## src/rtl/instr_fetch_pkg.sv

```systemverilog
// Shared definitions for the instruction-fetch stage: NOP encoding, FSM states, address helpers.
// The STOP state exists only when MISALIGN_TRAP_EN is defined.
package instr_fetch_pkg;

    localparam logic [31:0] RV_NOP  = 32'h0000_0013;
    localparam logic [31:0] PC_STEP = 32'd4;

    typedef enum logic [2:0] {
        S_IDLE  = 3'd0,
        S_REQ   = 3'd1,
        S_WAIT  = 3'd2,
        S_HOLD  = 3'd3,
        S_DRAIN = 3'd4
`ifdef MISALIGN_TRAP_EN
        ,
        S_STOP  = 3'd5
`endif
    } fetch_state_e;

    function automatic logic is_misaligned(input logic [1:0] low_bits);
        return low_bits != 2'b00;
    endfunction

    function automatic logic [31:0] align_word(input logic [31:0] addr);
        return addr & ~32'h0000_0003;
    endfunction

endpackage

```

## src/rtl/instr_fetch_if.sv

```systemverilog
// Instruction-memory request/response bus between the fetch stage (master) and memory (slave).
interface instr_fetch_if;
    logic        req;
    logic [31:0] addr;
    logic        ready;
    logic        rvalid;
    logic [31:0] rdata;

    modport master (output req, output addr, input ready, input rvalid, input rdata);
    modport slave  (input req, input addr, output ready, output rvalid, output rdata);
endinterface

```

## src/rtl/instr_fetch_skid_buf.sv

```systemverilog
// One-entry skid buffer that parks a returned instruction while Decode is stalled.
module if_skid_buf
    import instr_fetch_pkg::*;
(
    input  logic        clk,
    input  logic        reset,
    input  logic        i_load,
    input  logic        i_unload,
    input  logic        i_clear,
    input  logic [31:0] i_data,
    output logic        o_full,
    output logic [31:0] o_data
);

    logic        r_full;
    logic [31:0] r_data;

    // Clear beats load so a redirect never leaves stale data behind.
    always_ff @(posedge clk or posedge reset) begin
        if (reset) begin
            r_full <= 1'b0;
        end else if (i_clear) begin
            r_full <= 1'b0;
        end else if (i_load) begin
            r_full <= 1'b1;
        end else if (i_unload) begin
            r_full <= 1'b0;
        end
    end

    always_ff @(posedge clk) begin
        if (i_load) begin
            r_data <= i_data;
        end
    end

    assign o_full = r_full;
    assign o_data = r_data;

endmodule

```

## src/rtl/instr_fetch.sv

```systemverilog
// Instruction-fetch stage: owns the PC, talks to instruction memory and drives the IF/ID register.
// Define MISALIGN_TRAP_EN to trap misaligned redirect targets instead of forcing word alignment.
module instr_fetch
    import instr_fetch_pkg::*;
#(
    parameter logic [31:0] RESET_PC = 32'h0000_0000,
    parameter logic [31:0] NOP_INSN = RV_NOP
) (
    input  logic                 clk,
    input  logic                 reset,
    input  logic                 stall_if,
    input  logic                 redirect,
    input  logic [31:0]          redirect_pc,
    instr_fetch_if.master        imem,
    output logic [31:0]          Instruction_id,
    output logic [31:0]          PC_id,
    output logic                 valid_id,
    output logic                 misalign_id
);

    fetch_state_e r_state;
    fetch_state_e w_nxt;
    logic         r_req;
    logic [31:0]  r_pc;
    logic [31:0]  r_insn;
    logic [31:0]  r_pc_id;
    logic         r_valid;
    logic         r_mis;

    logic         w_pending;
    logic         w_load;
    logic         w_from_skid;
    logic         w_skid_load;
    logic         w_skid_unload;
    logic         w_skid_full;
    logic [31:0]  w_skid_data;
    logic [31:0]  w_redir_pc;

`ifdef MISALIGN_TRAP_EN
    logic         w_misalign;
    assign w_redir_pc = redirect_pc;
    assign w_misalign = is_misaligned(redirect_pc[1:0]);
`else
    assign w_redir_pc = align_word(redirect_pc);
`endif

    if_skid_buf u_skid (
        .clk      (clk),
        .reset    (reset),
        .i_load   (w_skid_load),
        .i_unload (w_skid_unload),
        .i_clear  (redirect),
        .i_data   (imem.rdata),
        .o_full   (w_skid_full),
        .o_data   (w_skid_data)
    );

    // A response is still owed by memory if one was accepted and has not come back yet.
    always_comb begin
        w_nxt         = r_state;
        w_load        = 1'b0;
        w_from_skid   = 1'b0;
        w_skid_load   = 1'b0;
        w_skid_unload = 1'b0;
        w_pending     = (((r_state == S_WAIT) || (r_state == S_DRAIN)) && !imem.rvalid) ||
                        ((r_state == S_REQ) && imem.ready);
        if (redirect) begin
            w_nxt = w_pending ? S_DRAIN : S_REQ;
`ifdef MISALIGN_TRAP_EN
            if (w_misalign) begin
                w_nxt = S_STOP;
            end
`endif
        end else begin
            case (r_state)
                S_IDLE:  w_nxt = S_REQ;
                S_REQ:   if (imem.ready) w_nxt = S_WAIT;
                S_WAIT: begin
                    if (imem.rvalid) begin
                        if (stall_if) begin
                            w_skid_load = 1'b1;
                            w_nxt       = S_HOLD;
                        end else begin
                            w_load = 1'b1;
                            w_nxt  = S_REQ;
                        end
                    end
                end
                S_HOLD: begin
                    if (!stall_if) begin
                        w_nxt = S_REQ;
                        if (w_skid_full) begin
                            w_load        = 1'b1;
                            w_from_skid   = 1'b1;
                            w_skid_unload = 1'b1;
                        end
                    end
                end
                S_DRAIN: if (imem.rvalid) w_nxt = S_REQ;
                default: w_nxt = r_state;
            endcase
        end
    end

    always_ff @(posedge clk or posedge reset) begin
        if (reset) begin
            r_state <= S_IDLE;
            r_req   <= 1'b0;
            r_pc    <= RESET_PC;
            r_insn  <= NOP_INSN;
            r_pc_id <= 32'h0;
            r_valid <= 1'b0;
            r_mis   <= 1'b0;
        end else begin
            r_state <= w_nxt;
            r_req   <= (w_nxt == S_REQ);
            if (redirect) begin
                r_pc    <= w_redir_pc;
                r_insn  <= NOP_INSN;
                r_pc_id <= 32'h0;
                r_valid <= 1'b0;
                r_mis   <= 1'b0;
`ifdef MISALIGN_TRAP_EN
                // The trap travels down the pipe as a valid NOP tagged with the bad target.
                if (w_misalign) begin
                    r_pc_id <= redirect_pc;
                    r_valid <= 1'b1;
                    r_mis   <= 1'b1;
                end
`endif
            end else if (w_load) begin
                r_insn  <= w_from_skid ? w_skid_data : imem.rdata;
                r_pc_id <= r_pc;
                r_valid <= 1'b1;
                r_pc    <= r_pc + PC_STEP;
            end
        end
    end

    assign imem.req       = r_req;
    assign imem.addr      = r_pc;
    assign Instruction_id = r_insn;
    assign PC_id          = r_pc_id;
    assign valid_id       = r_valid;
    assign misalign_id    = r_mis;

endmodule

```

## src/flat_wrapper.sv

```systemverilog
// flat-port wrapper written by rule: the top's interface ports become plain ports
module instr_fetch_flat import instr_fetch_pkg::*;
#(
    parameter logic [31:0] RESET_PC = 32'h0000_0000,
    parameter logic [31:0] NOP_INSN = RV_NOP
)
  (clk, reset, stall_if, redirect, redirect_pc, Instruction_id, PC_id, valid_id, misalign_id, imem_req, imem_addr, imem_ready, imem_rvalid, imem_rdata);
  instr_fetch_if imem_i ();
  input  logic clk;
  input  logic reset;
  input  logic stall_if;
  input  logic redirect;
  input  logic [31:0] redirect_pc;
  output logic [31:0] Instruction_id;
  output logic [31:0] PC_id;
  output logic valid_id;
  output logic misalign_id;
  output wire logic [$bits(imem_i.req)-1:0] imem_req;
  output wire logic [$bits(imem_i.addr)-1:0] imem_addr;
  input wire logic [$bits(imem_i.ready)-1:0] imem_ready;
  input wire logic [$bits(imem_i.rvalid)-1:0] imem_rvalid;
  input wire logic [$bits(imem_i.rdata)-1:0] imem_rdata;
  assign imem_req = imem_i.req;
  assign imem_addr = imem_i.addr;
  assign imem_i.ready = imem_ready;
  assign imem_i.rvalid = imem_rvalid;
  assign imem_i.rdata = imem_rdata;
  instr_fetch #(.RESET_PC(RESET_PC), .NOP_INSN(NOP_INSN)) u_core (.clk(clk), .reset(reset), .stall_if(stall_if), .redirect(redirect), .redirect_pc(redirect_pc), .imem(imem_i), .Instruction_id(Instruction_id), .PC_id(PC_id), .valid_id(valid_id), .misalign_id(misalign_id));
endmodule
```

## config.mk

```make
export PLATFORM = sky130hd
export DESIGN_NAME = instr_fetch_flat
export DESIGN_NICKNAME = d
export VERILOG_FILES = /design/src/rtl/instr_fetch_pkg.sv /design/src/rtl/instr_fetch_if.sv /design/src/rtl/instr_fetch_skid_buf.sv /design/src/rtl/instr_fetch.sv /design/src/flat_wrapper.sv
export SDC_FILE = /design/constraint.sdc
export NUM_CORES = 1
export LEC_CHECK = 0
export ABC_AREA = 1
export CAP_MARGIN = 10
export CORE_AREA = 2 2 149 151
export DETAILED_ROUTE_END_ITERATION = 16
export DIE_AREA = 0 0 151 153
export PLACE_DENSITY = 0.5
export SLEW_MARGIN = 20
export SYNTH_ARGS = -nofsm -noshare
export SYNTH_HDL_FRONTEND = slang
export SYNTH_HIERARCHICAL = 1
export SYNTH_SLANG_ARGS = --single-unit
```

## constraint.sdc

```tcl
create_clock -name clk -period 4.5 [get_ports clk]
set_input_delay 1.35 -clock clk [delete_from_list [all_inputs] [get_ports clk]]
set_output_delay 1.35 -clock clk [all_outputs]
set_load 0.05 [all_outputs]
```

Word level (Yosys, flattened, before mapping):

Index checks and enable logic that the tools add are counted.
Widths: inputs -> output; s select.

* output and inout port bits: 99
* memories kept: 0
* memory bits (writable): 0
* memory bits (read-only): 0
* register bits after elaboration: 134
* input port bits: 70
* logic and storage cells: 54
* bits in latches: 0

* $add $sub $neg: 1
* reduce and logical (&&, ||, !) cells: 8
* $mul: 0
* order comparisons: 0
* div/mod/pow operators: 0
* muxes and demuxes: 32
* bitwise operators: 0
* shift operators: 0
* equality and inequality tests: 5

Operator list (count)
* $mux 32: 7
* $add 32x3->32 const B: 1
* $mux 3: 6
* $mux 1: 16
* $pmux 3 s5: 1
* $eq 3x1->1 const B: 2
* $eq 3x2->1 const B: 2
* $eq 3x3->1 const B: 1
* $logic_not 3->1: 1
* $reduce_bool 3->1: 1
* $logic_and 1x1->1: 2
* $logic_or 1x1->1: 2
* $mux 2: 1
* $pmux 1 s2: 1
* $reduce_bool 2->1: 1
* $logic_not 1->1: 1

Logic depth before layout (Yosys ltp):

* depth after elaboration: 7
* gate-level depth with buffers: 11
* depth with buffers taken out: 11

Hierarchy:

The synthesis kept the hierarchy.

Modules (own cells, without submodules)
* instr_fetch: sequential area each 2456.1 um^2, area each 5337.6 um^2, instances 1, cells each 779
* if_skid_buf: sequential area each 985.9 um^2, area each 1009.7 um^2, instances 1, cells each 38

Worst setup path before layout:

No wires, ideal clock.

* path kind: in2reg
* start: input redirect
* end: register u_core.u_skid.r_full (netlist: u_core/u_skid/o_full)
* cell stages on the path: 5
* path slack: -0.018 ns
* path buffers: 2
* arrival time: 4.440 ns
* required time: 4.422 ns
* library setup time: 0.078 ns
* path through: clkbuf_1 > clkbuf_1 > nor3_1 > inv_1 > a21oi_2

* cells in the longest elaborated chain, start to end: 3
* elaborated cells between the ends (all ways): 5
* classes of those cells: 4 x mux; 1 x reduce/logical

RTL lines
* start, declared: line flat_wrapper.sv:12 `input logic redirect;`
* $mux 1 (*): line instr_fetch.sv:67 `if (redirect) begin`
* net u_core.w_skid_load: line instr_fetch.sv:33 `logic w_skid_load;`
* $mux 1: line instr_fetch_skid_buf.sv:24 `end else if (i_load) begin`
* $mux 1: line instr_fetch_skid_buf.sv:22 `end else if (i_clear) begin`
* end signal, assigned: line instr_fetch_skid_buf.sv:21 `r_full <= 1'b0;`
* end signal, assigned: line instr_fetch_skid_buf.sv:23 `r_full <= 1'b0;`
* end signal, assigned: line instr_fetch_skid_buf.sv:25 `r_full <= 1'b1;`
* end, declared: line instr_fetch_skid_buf.sv:15 `logic r_full;`

The timed path passes the listed nets; every way through them passes the cells marked *.
A chain may end at the register's enable or synchronous reset.

Worst setup path in the final report:

* start: register u_core.r_insn[1] (netlist: u_core/Instruction_id[1])
* end: output Instruction_id[1]

RTL lines
* start, declared: line instr_fetch.sv:25 `logic [31:0] r_insn;`
* start signal, assigned: line instr_fetch.sv:132 `r_insn <= w_from_skid ? w_skid_data : imem.rdata;`
* end, declared: line flat_wrapper.sv:14 `output logic [31:0] Instruction_id;`

No word-level cell between the ends.

==> results.yml <==
outcome:
  run_status: "complete, no violations"
setup_path:
  path_cells: "clkdlybuf4s50_1"
  rr_endpoint: "u_core/Instruction_id[7]"
  cp_num_buf_inv: 1
  crit_path_max_fanout: 2
  reg2reg_slack_ps: 2440
  cp_slowest_stage_delay_ps: 850
  crit_path_end_kind: "output pin"
  arrival_ps: 1800
  rr_startpoint: "u_core/r_state[0]"
  crit_start: "u_core/Instruction_id[1]"
  slowest_stage: "clkdlybuf4s50_1"
  r2r_cells: 6
  path_class: "register to output pin"
  cp_num_cells: 1
  required_ps: 3150
  start_kind: "register"
  critPathCapture: "Instruction_id[1]"
  crit_family: "buffers and inverters"
sta:
  setup_viol: 0
  drv_slew: 0
  tightest_slew_ps: 689
  rsz0062_at_grt: "false"
  slew_headroom_pct: 54.1
  hold-worst-slack_ps: 484
  layout_worst_path_cycle_share_pct: 70.0
  fin_setup_tns_ps: 0
  hold_viol: 0
  period_needed_ps: 3150
  fmax_ghz: 0.318
  finClkSkew_ps: 8.62
power:
  p_leak_nw: 4.06
  ir_drop_v: 0.000255
  power_density_mw_per_mm2: 452
  internal_power_mw: 2.55
  p_comb_share_pct: 27.1
  p_switching_mw: 1.48
  clockPowerShare_pct: 36.3
  seq_power_share_pct: 36.6
  finalPower_mw: 4.02
  swShare_pct: 36.7
placed_design:
  place_congestion: 0.834
  dpl_cell_area_mm2: 0.00828
  io_buffers: 163
  hpwlAfterDp_um: 13400
global_routing:
  grt_max_degree: 53
  grt_pass1_vias: 5577
  grt_usage_pct: 17.1
  grt_antenna_before_repair: 1
  grt_pass1_wl_um: 30500
  grt.overflow.total: 0
clock_tree:
  clock_path_buffers: 2
  clkLatencyLatePin_ps: 430
  path_clk_slew_ps: 70
  ctsResizeCount: 0
  cts_tree: "built"
  holdBufCountCts: 0
  cts_root_buf: "clkbuf_16"
  cts-htree-levels: 4
  cts_setup_buffers: 0
  cts_sinks: 131
  cts_made_buffers: 17
routing:
  finalWirelength_um: 19100
  viasPerCell: 4.47
  drc: 0
  wl_per_cell_um: 15.0
  first_iter_violations: 277
  num_vias: 5687
  dr.pass1.iters: 4
  ant_nets: 0
floorplanning:
  die_w_um: 151
  rows: 54
  ios: 169
  core-area_mm2: 0.0215
  dieArea_mm2: 0.0231
  die_h_um: 153
  initial_core_util_pct: 29.5
synthesis:
  synth_top_family_by_area: "simple AND/OR/NAND/NOR gates"
  synth_simple_gate_area_share_pct: 26.7
  synth.area.mux_share_pct: 0
  syn-cell-area_mm2: 0.00635
  synthAdderAreaFrac_pct: 0.197
  syn_area_per_cell_um2: 7.77
  synth_xor_area_share_pct: 0.138
  synth-compound-area-share_pct: 10.3
  seq_area_frac_synth_pct: 54.2
  ys_seq_elements: 131
  syn_inst: 817
  synthDistinctLibCells: 33
  yosysWarningCount: 6
final_layout:
  area_delta_synth_final_pct: 40.1
  nNetsFinal: 1049
  antenna_cells: 0
  seqCellArea_mm2: 0.00344
  fillerInstances: 2245
  postLayoutCoreUtil_pct: 41.4
  fin_area_mm2: 0.00889
  post_route_cells_drive_above_1_share_pct: 5.95
  multi_input_area_mm2: 0.00239
worst_hold_path:
  min_path_type: "register to register"
job:
  cap_violations: 0
worst min-delay path by stage:
stage / from / endpoint / slack, ps / cells past startpoint
4_1_cts: u_core/PC_id[7] / u_core/PC_id[7] / 490 / 2
6_report: u_core/PC_id[21] / u_core/PC_id[21] / 480 / 2
5_1_grt: u_core/PC_id[20] / u_core/PC_id[20] / 500 / 2
3_3_place_gp: u_core/Instruction_id[3] / u_core/Instruction_id[3] / 470 / 2
2_1_floorplan: u_core/u_skid/o_data[26] / u_core/Instruction_id[26] / 510 / 2
3_5_place_dp: u_core/PC_id[30] / u_core/PC_id[30] / 480 / 2
power by group through the flow:
stage	Sequential, mW	Clock, mW	Combinational [mW]
6_report	1.47	1.46	1.09
5_1_grt	1.50	1.55	1.18
4_1_cts	1.47	1.49	1.10
3_5_place_dp	1.50	0	1.10
3_3_place_gp	1.50	0	1.10
2_1_floorplan	1.85	0	0.318
stage by stage:
step	cells	setup WS, ps
6_report	1271	1350
5_1_grt	1271	1300
4_1_cts	1271	1340
3_5_place_dp	1239	1060
3_3_place_gp	1239	1070
2_1_floorplan	819	593
sequential cells by signal, indices dropped and copies added, names as in the netlist:
| signal | cells |
|---|---|
| u_core/valid_id | 1 |
| u_core/Instruction_id | 32 |
| u_core/PC_id | 31 |
| u_core/r_state | 3 |
| u_core/imem.req | 1 |
| u_core/u_skid/o_data | 32 |
| u_core/u_skid/o_full | 1 |
| u_core/imem.addr | 30 |
cell usage after synthesis (all sizes together):
cell type  number  area [um^2]
dfrtp          96         2400
nor3            1         5.00
o21bai          1         7.51
or2             2         12.5
nand3          43          225
nor2           85          329
a22oi           3         22.5
and2            1         6.26
a31oi           1         6.26
dfstp           3         78.8
conb            1         3.75
buf            17          105
o22ai           4         25.0
clkbuf         18         67.6
a21oi           8         43.8
o211ai          1         7.51
o21ai         108          541
ha              1         12.5
inv            96          360
xor2            1         8.76
nand2         290         1090
nand4           4         25.0
edfxtp         32          961
placed cells by master (no fill, tap or decap), types with 2 or more instances in the layout:
cell / Yosys / final
a21oi_1: 7 / 7
a22oi_1: 3 / 3
buf_4: 4 / 11
bufinv_16: 0 / 2
clkbuf_16: 0 / 17
clkdlybuf4s50_1: 0 / 163
clkinv_4: 0 / 2
clkinvlp_4: 0 / 2
conb_1: 1 / 3
dfrtp_1: 96 / 96
dfstp_2: 3 / 3
edfxtp_1: 32 / 32
inv_1: 94 / 93
inv_2: 2 / 2
inv_6: 0 / 3
inv_8: 0 / 6
nand2_1: 289 / 289
nand3_1: 41 / 41
nand3_2: 2 / 2
nand4_1: 4 / 4
nor2_1: 83 / 83
o21ai_0: 102 / 102
o21ai_1: 6 / 6
o22ai_1: 4 / 4
or2_2: 2 / 2
cells by family after synthesis:
family,after synthesis
compound gates,126
xor+xnor,1
fa+ha+maj,1
buf+inv,131
flops,131
other cells,1
simple gates,426
metal layers:
layer  GRT usage [%]  vias to the layer above  wire [um]
met5               0                        -          0
met4            5.30                        0        344
met3            5.79                       19       1450
met2            27.2                      154       8950
met1            22.0                     2613       8370
li1                -                     2901          -
area by class of cell:
type,instances,share of cell area [%]
sequential,131,38.7
tap,280,3.94
multi-input combinational,557,26.9
inverter,96,4.08
clock inverter,15,2.10
timing repair buffer,175,19.5
clock buffer,17,4.78
Power figures use the tool's default switching activity.
